===== src/rtl/dendritic_tree.sv =====
// Multi-branch dendritic model: basal compartment plus NBR apical branches, each with a
// leaky Ca2+ depot and plateau/refractory FSM, feeding a windowed BAC coincidence detector.
module dendritic_tree #(
  parameter int WIDTH        = 18,
  parameter int FRAC         = 14,
  parameter int NBR          = 4,
  parameter int TAU_SHIFT    = 4,
  parameter int HYST         = 1024,
  parameter int PLATEAU_MIN  = 8,
  parameter int REFRAC       = 16,
  parameter int BAC_WINDOW   = 12,
  parameter int APICAL_SHIFT = 2
) (
  input  logic                       clk,
  input  logic                       rst,
  input  logic                       clk_en,
  input  logic [WIDTH-1:0]           basal_input,
  input  logic [NBR*WIDTH-1:0]       apical_input,
  input  logic [WIDTH-1:0]           apical_gain,
  input  logic [WIDTH-1:0]           ca_threshold,
  input  logic [WIDTH-1:0]           basal_threshold,
  output logic [WIDTH-1:0]           dendritic_output,
  output logic [NBR-1:0]             ca_spike_active,
  output logic [$clog2(NBR+1)-1:0]   plateau_count,
  output logic                       bac_active,
  output logic                       bac_pulse
);

  localparam int XW      = 2 * WIDTH;
  localparam int PCW     = $clog2(NBR + 1);
  localparam int CNT_MAX = (REFRAC > PLATEAU_MIN) ? REFRAC : PLATEAU_MIN;
  localparam int CW      = $clog2(CNT_MAX + 1);
  localparam int WW      = $clog2(BAC_WINDOW + 1);

  localparam logic [1:0] IDLE       = 2'd0;
  localparam logic [1:0] PLATEAU    = 2'd1;
  localparam logic [1:0] REFRACTORY = 2'd2;

  // Clamp a wide signed intermediate into the WIDTH-bit signed range.
  function automatic logic signed [WIDTH-1:0] sat(input logic signed [XW-1:0] v);
    logic signed [XW-1:0] hi;
    logic signed [XW-1:0] lo;
    hi = XW'((2 ** (WIDTH - 1)) - 1);
    lo = -hi - XW'(1);
    if (v > hi) begin
      return hi[WIDTH-1:0];
    end else if (v < lo) begin
      return lo[WIDTH-1:0];
    end else begin
      return v[WIDTH-1:0];
    end
  endfunction

  function automatic logic signed [XW-1:0] ext(input logic [WIDTH-1:0] v);
    return XW'($signed(v));
  endfunction

  logic signed [WIDTH-1:0] depot_r [NBR];
  logic signed [WIDTH-1:0] depot_s [NBR];
  logic [1:0]              state_r [NBR];
  logic [1:0]              state_s [NBR];
  logic [CW-1:0]           cnt_r   [NBR];
  logic [CW-1:0]           cnt_s   [NBR];
  logic [WW-1:0]           win_r;
  logic [WW-1:0]           win_s;
  logic [NBR-1:0]          flags_s;
  logic [PCW-1:0]          count_s;
  logic signed [XW-1:0]    psum_s;
  logic                    hit_s;
  logic                    bac_s;
  logic signed [WIDTH-1:0] base_s;
  logic signed [XW-1:0]    base_w_s;
  logic signed [WIDTH-1:0] out_s;

  // Per-branch depot update and plateau FSM, judged against the freshly updated depot.
  always_comb begin : branch_next
    logic signed [XW-1:0] prod;
    logic signed [XW-1:0] drive;
    logic signed [XW-1:0] cur;
    logic signed [XW-1:0] nxt;
    logic signed [XW-1:0] thr;
    logic signed [XW-1:0] exit_lvl;
    prod     = {XW{1'b0}};
    drive    = {XW{1'b0}};
    cur      = {XW{1'b0}};
    nxt      = {XW{1'b0}};
    thr      = ext(ca_threshold);
    exit_lvl = thr - XW'(HYST);
    psum_s   = {XW{1'b0}};
    flags_s  = {NBR{1'b0}};
    count_s  = {PCW{1'b0}};
    for (int i = 0; i < NBR; i++) begin
      prod       = ext(apical_input[i*WIDTH +: WIDTH]) * ext(apical_gain);
      drive      = ext(sat(prod >>> FRAC));
      cur        = ext(depot_r[i]);
      depot_s[i] = sat(cur + ((drive - cur) >>> TAU_SHIFT));
      nxt        = ext(depot_s[i]);
      state_s[i] = state_r[i];
      cnt_s[i]   = cnt_r[i];
      case (state_r[i])
        IDLE: begin
          if (nxt > thr) begin
            state_s[i] = PLATEAU;
            cnt_s[i]   = CW'(PLATEAU_MIN);
          end else begin
            state_s[i] = IDLE;
          end
        end
        PLATEAU: begin
          if ((cnt_r[i] == {CW{1'b0}}) && (nxt < exit_lvl)) begin
            state_s[i] = REFRACTORY;
            cnt_s[i]   = CW'(REFRAC);
          end else if (cnt_r[i] != {CW{1'b0}}) begin
            cnt_s[i] = cnt_r[i] - CW'(1);
          end else begin
            cnt_s[i] = cnt_r[i];
          end
        end
        REFRACTORY: begin
          // Leaving on the count that reaches zero lets re-entry happen on the next tick.
          if (cnt_r[i] <= CW'(1)) begin
            state_s[i] = IDLE;
            cnt_s[i]   = {CW{1'b0}};
          end else begin
            cnt_s[i] = cnt_r[i] - CW'(1);
          end
        end
        default: begin
          state_s[i] = IDLE;
          cnt_s[i]   = {CW{1'b0}};
        end
      endcase
      flags_s[i] = (state_s[i] == PLATEAU);
      if (flags_s[i]) begin
        psum_s  = psum_s + nxt;
        count_s = count_s + PCW'(1);
      end else begin
        psum_s  = psum_s;
        count_s = count_s;
      end
    end
  end

  // Basal eligibility window, BAC coincidence and the combined output value.
  always_comb begin
    hit_s = $signed(basal_input) > $signed(basal_threshold);
    if (hit_s) begin
      win_s = WW'(BAC_WINDOW);
    end else if (win_r != {WW{1'b0}}) begin
      win_s = win_r - WW'(1);
    end else begin
      win_s = win_r;
    end
    bac_s    = (hit_s || (win_r != {WW{1'b0}})) && (|flags_s);
    base_s   = sat(ext(basal_input) + (psum_s >>> APICAL_SHIFT));
    base_w_s = ext(base_s);
    if (bac_s) begin
      out_s = sat(base_w_s + (base_w_s >>> 1));
    end else begin
      out_s = base_s;
    end
  end

  // State and output registers; everything holds between clk_en ticks except the pulse.
  always_ff @(posedge clk) begin
    if (rst) begin
      for (int i = 0; i < NBR; i++) begin
        depot_r[i] <= {WIDTH{1'b0}};
        state_r[i] <= IDLE;
        cnt_r[i]   <= {CW{1'b0}};
      end
      win_r            <= {WW{1'b0}};
      dendritic_output <= {WIDTH{1'b0}};
      ca_spike_active  <= {NBR{1'b0}};
      plateau_count    <= {PCW{1'b0}};
      bac_active       <= 1'b0;
      bac_pulse        <= 1'b0;
    end else if (clk_en) begin
      for (int i = 0; i < NBR; i++) begin
        depot_r[i] <= depot_s[i];
        state_r[i] <= state_s[i];
        cnt_r[i]   <= cnt_s[i];
      end
      win_r            <= win_s;
      dendritic_output <= out_s;
      ca_spike_active  <= flags_s;
      plateau_count    <= count_s;
      bac_active       <= bac_s;
      bac_pulse        <= bac_s && !bac_active;
    end else begin
      bac_pulse <= 1'b0;
    end
  end

endmodule


===== config.mk =====
export PLATFORM = sky130hd
export DESIGN_NAME = dendritic_tree
export DESIGN_NICKNAME = d
export VERILOG_FILES = /design/src/rtl/dendritic_tree.sv
export SDC_FILE = /design/constraint.sdc
export NUM_CORES = 2
export LEC_CHECK = 0
export ABC_CLOCK_PERIOD_IN_PS = 31100
export CAP_MARGIN = 0
export CORE_MARGIN = 2
export CORE_UTILIZATION = 45
export DETAILED_ROUTE_END_ITERATION = 8
export PLACE_DENSITY_LB_ADDON = 0.25
export REMOVE_ABC_BUFFERS = 1
export SLEW_MARGIN = 20
export SYNTH_ARGS = -nofsm -noshare
export SYNTH_HDL_FRONTEND = slang
export SYNTH_SLANG_ARGS = --single-unit

===== constraint.sdc =====
create_clock -name clk -period 31.1 [get_ports clk]
set_input_delay 4.665 -clock clk [delete_from_list [all_inputs] [get_ports clk]]
set_output_delay 4.665 -clock clk [all_outputs]
set_load 0.005 [all_outputs]

==> qor.yml <==
finalSetupTns_ns: 0
final_layout_size_suffix_gt1_share_pct: 3.31
numCtsBuffers: 17
areaGrowthSynthToFinish_pct: 7.08
cp_slowest_cell: "clkdlybuf4s50_1"
tightest_slew_ns: 1.14
slew_violations: 0
drc_errors: 0
start_util_pct: 45.2
dr.pass1.iters: 5
multi_input_area_um2: 59200
die_h_um: 397
cpLargestDelayFamily: "compound AO/OA/AOI/OAI gates"
io_buffer_count: 173
slew_headroom_pct: 24.0
die_x_um: 397
setup_viol: 0
fill_cells: 14700
numClockSinks: 131
synth.area.top_cells: "fa_1 (38%), ha_1 (14%), inv_1 (8.4%)"
avgSynthCellArea_um2: 8.57
synth_top_cell_area_share_pct: 37.9
crit_buf_inv: 12
hold_path_class: "reg -> reg"
yosys_warnings: 0
place_area_um2: 73600
grt_pass1_vias: 58100
gr-usage-all-layers_pct: 25.0
grt_start_max_net_pins: 60
end_kind: "register"
yosys_register_bits: 131
fin_crit_sh_pct: 94.4
vias_per_cell: 5.41
num_rows: 144
hold_buffers: 0
grt_pass1_wl_um: 315000
clk_path_buf_depth: 2
clock_latency_ns: 0.47
pre_cts_ws_ns: -0.623
grt_overflow_total: 0
max_freq_ghz: 0.0341
htree_levels: 4
drt_iter0_markers: 3036
setup.worst_path.start_class: "primary input"
clockRootBuffer: "clkbuf_16"
finalHoldViolCount: 0
cp_max_fo: 15
final_area_um2: 74500
slowest_delay_ns: 0.62
synth_cell_types: 105
dpl.hpwl_um: 158000
routed_wl_um: 192000
syn_inst: 8119
clk_pin_slew_ns: 0.06
num_vias: 55000
antenna_left: 0
synthArstFlopShare_pct: 0
die-area_um2: 158000
ff_latch_area_um2: 3620
cts_tree: "built"
worst-setup-path-type: "in -> reg"
routedWlPerCell_um: 18.8
core_area_um2: 154000
cp.arrival_ns: 29.71
min_period_ns: 29.36
antenna_found_initial: 11
synth_area_um2: 69600
cp_common_cell: "a21oi_1"
status: "complete, no violations"
layout.nets: 10300
gp_congestion: 0.957
required_ns: 31.45
yosysSeqAreaShare_pct: 5.21
maxCapViolations: 0
yosysTopAreaCell: "fa_1"
synthFlopType: "edfxtp_1"
ioPinCount: 174
worst_slack_ns: 1.74
clock_skew_ns: 0.0208
synth_edf_count: 100
[final cells by class]
cell class	count	share of cell area, %
flip-flops and latches	131	4.86
diodes	8	0.0269
inverters	1562	7.87
multi-input cells	6107	79.4
repair buffers	287	3.63
well taps	2044	3.43
clock buffers	18	0.576
clock inverters	14	0.237
[timing repair]
action,CTS,global route
setup endpoints to repair,16,17
setup buffers,0,5
resized for setup,4,87
pin swaps,0,4
[placed cells by master (no fill, tap or decap), types with 39 or more instances in the layout]
cell             netlist  routed
inv_1               1559    1557
fa_1                1319    1318
nand2_1             1001    1000
ha_1                 772     769
and2_1               544     544
nor2_1               391     387
a21oi_1              332     323
o21ai_0              246     238
xnor2_1              237     236
a21o_1               184     184
clkdlybuf4s50_1        0     129
xor2_1               109     109
buf_4                  1     101
edfxtp_1             100     100
nand2b_1              95      94
nor2b_1               79      78
o21a_1                75      75
nand3_1               74      74
nor3_1                71      70
nand4_1               50      50
a211oi_1              40      40
o21ai_1               33      39
[synthesized netlist by cell type, drive strengths merged (23+ instances only)]
cell,n
a211oi,42
a21boi,27
a21o,184
a21oi,335
a31oi,38
and2,545
and3,31
clkbuf,304
dfxtp,31
edfxtp,100
fa,1319
ha,772
inv,1560
nand2,1001
nand2b,95
nand3,74
nand4,50
nor2,391
nor2b,79
nor3,72
o211ai,23
o21a,75
o21ai,283
o21bai,35
o31ai,27
or3,25
xnor2,237
xor2,109
[stage by stage]
stage / hold WS (ns) / instances / utilization (%)
after floorplan: 0.439 / 7800 / -
after global placement: 0.434 / 10100 / 47.8
after detailed placement: 0.438 / 10100 / 47.8
after CTS: 0.461 / 10200 / 48.2
after global routing: 0.485 / 10200 / 48.4
final: 0.456 / 10200 / 48.4
[registers in the layout, indices dropped and copies added, names as in the netlist]
register and count:
cnt_r 20, bac_pulse 1, state_r 8, win_r 4
ca_spike_active 4, depot_r 72, bac_active 1, dendritic_output 18
plateau_count 3
[cells by family (layout without fill, tap and decap cells)]
group	after synthesis	after routing	share of synthesized area, %
other	0	8	0
xor gates and xnor gates	346	346	4.35
and+or+nand+nor	2433	2433	16.8
DFF	131	131	5.21
AOI/OAI and AO/OA	1210	1210	11.3
buffers and inverters	1881	1881	10.2
muxes	18	18	0.273
adders and majority gates	2100	2100	51.9
[worst paths after layout]
check,end,from,slack (ns),cells past startpoint
worst max-delay path,dendritic_output[2]$_SDFFE_PP0P_,apical_input[6],1.74,124
worst min-delay path,bac_pulse$_SDFF_PN0_,bac_active$_SDFFE_PP0P_,0.46,1
worst max register to register,dendritic_output[2]$_SDFFE_PP0P_,depot_r[0][2]$_SDFFCE_PN0P_,12.11,100
worst min register to register,bac_pulse$_SDFF_PN0_,bac_active$_SDFFE_PP0P_,0.46,1
[metal layers]
| layer | part of all wire, % | track usage (%) | vias to the layer above |
|---|---|---|---|
| li1 | - | - | 25500 |
| met1 | 43 | 33.3 | 27700 |
| met2 | 49 | 43.0 | 1484 |
| met3 | 5.1 | 2.76 | 270 |
| met4 | 3.1 | 7.04 | 2 |
| met5 | 0.0068 | 0 | - |
Power is left out: the tool's default activity adds up to more than one toggle a clock period on the data nets, which glitch-free logic cannot reach.
